--- src/rtl/seg_scan_driver.sv ---
// Scan controller for a common-anode multi-digit seven-segment display; updates commit on frame wrap.
// Optional leading-zero blanking of the anodes: define SEG_SCAN_LEADING_ZERO_BLANK_EN.
module seg_scan_driver #(
    parameter int DIGITS      = 4,
    parameter int REFRESH_DIV = 50000
) (
    input  logic                  clk,
    input  logic                  rst_n,
    input  logic                  en,
    input  logic                  load,
    input  logic [4*DIGITS-1:0]   value,
    input  logic [DIGITS-1:0]     dp_mask,
    output logic [3:0]            num_out,
    output logic [DIGITS-1:0]     an,
    output logic                  dp_out,
    output logic                  frame_start,
    output logic                  busy
);
    localparam int CNT_W = $clog2(REFRESH_DIV);
    localparam int IDX_W = (DIGITS > 1) ? $clog2(DIGITS) : 1;
    localparam logic [CNT_W-1:0] CNT_LAST = CNT_W'(REFRESH_DIV - 1);
    localparam logic [IDX_W-1:0] IDX_LAST = IDX_W'(DIGITS - 1);

    logic [CNT_W-1:0]    prescaler;
    logic [IDX_W-1:0]    digit_idx;
    logic [4*DIGITS-1:0] staging;
    logic [4*DIGITS-1:0] shadow;
    logic                pending;
    logic                tick;
    logic                wrap;
    logic                lit;
    logic [DIGITS-1:0]   onehot;

    assign tick   = en && (prescaler == CNT_LAST);
    assign wrap   = tick && (digit_idx == IDX_LAST);
    assign onehot = DIGITS'(1) << digit_idx;
    assign busy   = pending;

`ifdef SEG_SCAN_LEADING_ZERO_BLANK_EN
    logic [IDX_W-1:0] msd;

    // Highest nonzero nibble; stays 0 for an all-zero value so digit 0 always lights.
    always_comb begin
        msd = '0;
        for (int i = 0; i < DIGITS; i++) begin
            if (shadow[i*4 +: 4] != 4'h0) begin
                msd = IDX_W'(i);
            end
        end
    end

    assign lit = (digit_idx <= msd);
`else
    assign lit = 1'b1;
`endif

    always_ff @(posedge clk or negedge rst_n) begin
        if (!rst_n) begin
            prescaler <= '0;
            digit_idx <= '0;
        end else if (tick) begin
            prescaler <= '0;
            digit_idx <= wrap ? '0 : digit_idx + IDX_W'(1);
        end else if (en) begin
            prescaler <= prescaler + CNT_W'(1);
        end
    end

    // A load coinciding with the commit edge lands in staging after the old staging is committed.
    always_ff @(posedge clk or negedge rst_n) begin
        if (!rst_n) begin
            staging <= '0;
            shadow  <= '0;
            pending <= 1'b0;
        end else begin
            if (wrap && pending) begin
                shadow <= staging;
            end
            if (load) begin
                staging <= value;
            end
            pending <= load | (pending & ~wrap);
        end
    end

    always_ff @(posedge clk or negedge rst_n) begin
        if (!rst_n) begin
            num_out     <= 4'h0;
            an          <= '1;
            dp_out      <= 1'b1;
            frame_start <= 1'b0;
        end else begin
            num_out     <= shadow[{digit_idx, 2'b00} +: 4];
            an          <= (en && lit) ? ~onehot : '1;
            dp_out      <= en ? ~dp_mask[digit_idx] : 1'b1;
            frame_start <= wrap;
        end
    end

endmodule
--- config.mk ---
export PLATFORM = sky130hd
export DESIGN_NAME = seg_scan_driver
export DESIGN_NICKNAME = d
export VERILOG_FILES = /design/src/rtl/seg_scan_driver.sv
export SDC_FILE = /design/constraint.sdc
export NUM_CORES = 1
export LEC_CHECK = 0
export ABC_AREA = 1
export BUFFER_PORTS_ARGS = -buffer_cell sky130_fd_sc_hd__buf_2
export CAP_MARGIN = 40
export CORE_ASPECT_RATIO = 0.6
export CORE_UTILIZATION = 26
export CTS_CLUSTER_SIZE = 20
export DETAILED_ROUTE_END_ITERATION = 10
export GPL_TIMING_DRIVEN = 0
export PLACE_DENSITY = 0.45
export SLEW_MARGIN = 30
export SYNTH_ARGS = -nofsm -noshare
export SYNTH_HDL_FRONTEND = slang
export SYNTH_SLANG_ARGS = --single-unit
--- constraint.sdc ---
create_clock -name clk -period 4.29 [get_ports clk]
set_clock_uncertainty 0.2 [all_clocks]
set_input_delay 0.429 -clock clk [delete_from_list [all_inputs] [get_ports clk]]
set_output_delay 0.429 -clock clk [all_outputs]
set_load 0.01 [all_outputs]
# After elaboration in Yosys (flattened, before gate mapping)
# Cells that the tools add are included.
dict set report word_totals {
  register_bits 61
}
dict set report classes {
  add_sub_neg 2
  bitwise_logic 5
  order_cmp 1
  shifts 2
  n_eq_ne 2
  n_reduce_logical 4
  n_mux 7
}
# operator count
set ops {}
lappend ops {{$mux 16} 2}
lappend ops {{$add 16x1->16 const B} 1}
lappend ops {{$eq 16x16->1 const B} 1}
lappend ops {{$shiftx 16x5->4} 1}
lappend ops {{$mux 4} 1}
lappend ops {{$not 4->4} 1}
lappend ops {{$shl 1x2->4 const A} 1}
lappend ops {{$logic_and 1x1->1} 3}
lappend ops {{$lt 2x3->1 const B} 1}
lappend ops {{$add 2x1->2 const B} 1}
lappend ops {{$bmux 1 s2} 1}
lappend ops {{$eq 2x2->1 const B} 1}
lappend ops {{$mux 1} 2}
lappend ops {{$mux 2} 1}
lappend ops {{$not 1->1} 2}
lappend ops {{$reduce_bool 2->1} 1}
lappend ops {{$and 1x1->1} 1}
lappend ops {{$or 1x1->1} 1}

# Logic depth before layout (Yosys ltp)
dict set report depth {
  depth_word 6
  depth_mapped 9
  mapped_depth_nobuf 9
}

# Worst setup path after synthesis
# Ideal clock, no wire load.
dict set report synth_path {
  path_kind {flip-flop to flip-flop}
  start {register prescaler[0]}
  end {register shadow[5]}
  setup_ns 0.117
  required_time_ns 3.973
  path_buffers 1
  slack_ns 2.657
  path_stages_with_launch 8
  synth_period_minus_slack_ns 1.633
  t_arrival_ns 1.316
  path_cell_list {dfrtp_1 > ha_1 > nand2_1 > nor3_2 > nand4_4 > buf_6 > nand2_1 > nand2_1}
}
dict set report synth_via {
  elab_chain_cells 4
}
# item line_no
set synth_rtl {}
lappend synth_rtl {{start, declared} 24} ;# logic [CNT_W-1:0] prescaler;
lappend synth_rtl {{start signal, assigned} 65} ;# prescaler <= prescaler + CNT_W'(1);
lappend synth_rtl {{$eq 16x16->1} 34} ;# assign tick = en && (prescaler == CNT_LAST);
lappend synth_rtl {{$logic_and 1x1->1} 34}
lappend synth_rtl {{$logic_and 1x1->1} 35} ;# assign wrap = tick && (digit_idx == IDX_LAST);
lappend synth_rtl {{$logic_and 1x1->1} 76} ;# if (wrap && pending) begin
lappend synth_rtl {{end signal, assigned} 77} ;# shadow <= staging;
lappend synth_rtl {{end, declared} 27} ;# logic [4*DIGITS-1:0] shadow;
# No other way between the ends.
# A chain may end at the register's enable or synchronous reset.

# Final worst setup path
dict set report layout_path {
  start {register prescaler[1]}
  end {register prescaler[14]}
}
dict set report layout_via {
  elab_chain_cells 3
  elab_cells_between_ends 6
}
# item line_no
set layout_rtl {}
lappend layout_rtl {{$add 16x1->16 or $eq 16x16->1 (tied branches)} {65, 34}}
lappend layout_rtl {{$mux 16 or $logic_and 1x1->1 (tied branches)} {64, 34}}
lappend layout_rtl {{$mux 16 or $reduce_bool 2->1 (tied branches)} n/a}
# Several ways; a longest one is shown, not always the timed one. The select of a mux whose other input is x is not followed.

==> impl_metrics.py <==
metrics = {
    "run_status": {
        "status": "finished with violations",
        "violations": "design-rule violations",
    },
    "die": {
        "design.die.area_mm2": 0.0114,
        "die_width_um": 137,
        "core-area_mm2": 0.0106,
        "fp.dieH_um": 83.1,
        "start_util": 0.269,
        "rows": 29,
        "ioPinCount": 35,
    },
    "global_routing": {
        "grt_pass1_wl_um": 12100,
        "grt_pass1_vias": 2331,
        "grt_antenna_before_repair": 0,
        "grt_max_degree": 42,
        "grt_usage": 0.143,
        "grt_overflow": 0,
    },
    "final_layout": {
        "stdcell_count": 535,
        "n_antenna_cell": 0,
        "final_nets": 420,
        "drive_gt1_frac": 0.189,
        "area_growth_pct": 23.4,
    },
    "job": {
        "maxCapViolCount": 0,
    },
    "drt": {
        "ant_nets": 0,
        "drt_drc_violations_left": 1,
        "vias": 2347,
        "drt-total-wl_um": 7050,
        "wl_per_cell_um": 13.2,
        "drt_first_pass_iters": 7,
        "vias_per_cell": 4.39,
        "drt-initial-drc-count": 181,
    },
    "yosys": {
        "netlist_instances": 345,
        "synth_top_family_by_area": "simple AND/OR/NAND/NOR gates",
        "synth_area_leader_cell": "dfrtp_1",
        "synth-simple-area-share": 0.305,
        "synthAdderAreaFrac": 0.0220,
        "avgSynthCellArea_um2": 8.25,
        "syn_nets": 374,
        "yosysSeqAreaShare": 0.538,
        "synth-seq-cells": 61,
        "synth_warnings": 0,
        "synth_mux_area_frac": 0,
        "synth_compound_area_frac": 0.0593,
        "synth_xor_area_frac": 0.00923,
        "synth_cell_type_count": 29,
        "synth.top_cell.area_share": 0.492,
        "synth_area_mm2": 0.00285,
        "ys_top_cells_by_area": "dfrtp_1 (49%), nand2_1 (16%), dfstp_2 (4.6%)",
    },
    "clock_tree": {
        "insertion_delay_ns": 0.32,
        "cts.sinks": 61,
        "clk_pin_slew_ns": 0.05,
        "cts_inserted_buffers": 9,
        "cts_tree": "built",
        "cts-htree-levels": 3,
        "cts_resized": 0,
        "cts_max_path_buffers": 2,
        "postCtsHoldBufs": 1,
        "cts-root-buf": "clkbuf_16",
        "postCtsSetupBuffers": 0,
    },
    "placement": {
        "dp_hpwl_um": 5270,
        "port_buffers": 33,
        "place_inst": 518,
        "place.gp.congestion": 0.873,
    },
    "sta": {
        "hold_viol": 0,
        "slew_headroom": 0.687,
        "worst_pin_slew_ns": 0.469,
        "slew_viol_final": 0,
        "setup_viol": 0,
        "period_needed_ns": 1.86,
        "tns_ns": 0,
        "fmax_ghz": 0.538,
        "period_share": 0.434,
        "rsz0062_at_grt": "no",
    },
    "setup_path": {
        "crit_type": "flop to flop",
        "crit_path_max_fanout": 4,
        "arrival_ns": 1.87,
        "required_ns": 4.30,
        "crit_chain": "ha_1, nand2_1, nor2_2, nand2_1, nor2_1, nand3_1, nor2_1, nor2_1",
        "critPathSlowestCell": "dfrtp_1",
        "end_kind": "flop",
        "start_kind": "flop",
        "path_common_cell": "nor2_1",
        "cp_slowest_stage_delay_ns": 0.38,
    },
    "power": {
        "leakage_nw": 1.81,
        "ir_drop_uv": 248,
        "power_density_mw_per_mm2": 455,
    },
    "hold_path": {
        "min_path_type": "primary input to flop",
    },
}
==> registers in the layout, indices dropped and copies added, names as in the netlist <==
| name | count |
|---|---|
| prescaler | 16 |
| frame_start | 1 |
| busy | 1 |
| shadow | 16 |
| dp_out | 1 |
| an | 4 |
| staging | 16 |
| digit_idx | 2 |
| num_out | 4 |
==> stage by stage <==
step	power, mW	setup WS, ns	hold slack [ns]	instance area [um^2]	utilization
4_1_cts	1.62	2.43	0.0880	3510	0.331
6_report	1.60	2.43	0.104	3510	0.331
3_3_place_gp	0.886	2.36	0.251	3190	0.301
5_1_grt	1.69	2.29	0.108	3510	0.331
3_5_place_dp	0.892	2.41	0.140	3210	0.303
2_1_floorplan	0.815	2.66	-0.0666	2850	-
==> worst paths after layout <==
path,startpoint,to,slack [ns],cells after the start
setup / recovery,prescaler[1]$_DFFE_PN0P_,prescaler[14]$_DFFE_PN0P_,2.43,8
hold / removal,value[6],staging[6]$_DFFE_PN0P_,0.10,3
setup reg to reg,prescaler[1]$_DFFE_PN0P_,prescaler[14]$_DFFE_PN0P_,2.43,8
hold reg to reg,shadow[5]$_DFFE_PN0P_,shadow[5]$_DFFE_PN0P_,0.27,2
max in group asynchronous,rst_n,shadow[9]$_DFFE_PN0P_,3.06,3
min in group asynchronous,rst_n,prescaler[12]$_DFFE_PN0P_,0.33,2
==> power breakdown <==
| group | leakage, nW | switching, mW | total [mW] | internal, mW |
|---|---|---|---|---|
| sequential | 0.740 | 0.0560 | 0.686 | 0.630 |
| clock | 0.143 | 0.248 | 0.711 | 0.463 |
| combinational | 0.928 | 0.128 | 0.200 | 0.0713 |
| total | 1.81 | 0.432 | 1.60 | 1.16 |
==> Yosys cell counts <==
master and instances:
a21boi_1 1, a21oi_1 4, buf_2 4, buf_6 2, clkbuf_1 6, clkinv_1 1, dfrtp_1 56, dfstp_2 5
ha_1 5, inv_1 25, inv_2 7, nand2_1 124, nand3_1 12, nand3_2 1, nand3b_1 1, nand4_1 18
nand4_4 1, nor2_1 34, nor2_2 4, nor2_4 1, nor3_1 2, nor3_2 1, o211ai_1 1, o21ai_0 14
o21ai_1 5, o21bai_1 1, o22ai_1 5, or2_2 1, xor2_1 3
==> per-layer routing <==
layer	wire, um	track usage	up-vias
met2	2510	0.168	46
met4	49	0.0450	0
li1	-	-	1195
met1	4190	0.237	1102
met3	300	0.0385	4
met5	0	0	-
==> area by class of cell <==
cell class	count	area (um^2)
Clock buffer	12	246
Buffer	12	65.1
Tap cell	139	174
Inverter	33	124
Fill cell	1151	7080
Multi-Input combinational cell	239	1120
Sequential cell	61	1530
Clock inverter	4	47.5
Timing Repair Buffer	35	198
==> critical path, delay by kind of cell (launching register included) <==
| family | cells | cell delay, ns |
|---|---|---|
| adder cells (fa/ha/maj) | 1 | 0.22 |
| flip-flops | 1 | 0.38 |
| AND/OR/NAND/NOR | 7 | 0.96 |
==> layout by cell type (no fill, tap or decap), types with 2 or more instances in the layout <==
cell	Yosys	routed
o21ai_0	14	14
buf_2	4	36
nand4_1	18	18
o21ai_1	5	5
clkbuf_1	6	8
clkinv_2	0	2
inv_2	7	7
nand3_1	12	12
o22ai_1	5	5
clkbuf_16	0	9
nor3_1	2	2
dfstp_2	5	5
inv_1	25	25
xor2_1	3	3
a21oi_1	4	4
buf_6	2	2
nor2_2	4	4
ha_1	5	5
dfrtp_1	56	56
nor2_1	34	34
nand2_1	124	124
==> cell families after synthesis <==
kind of cell	count (synthesis)
and+or+nand+nor	200
adders and majority gates	5
AOI/OAI and AO/OA	31
xor gates and xnor gates	3
DFF	61
buffers and inverters	45
No activity file was read; power rests on OpenSTA's default activity.
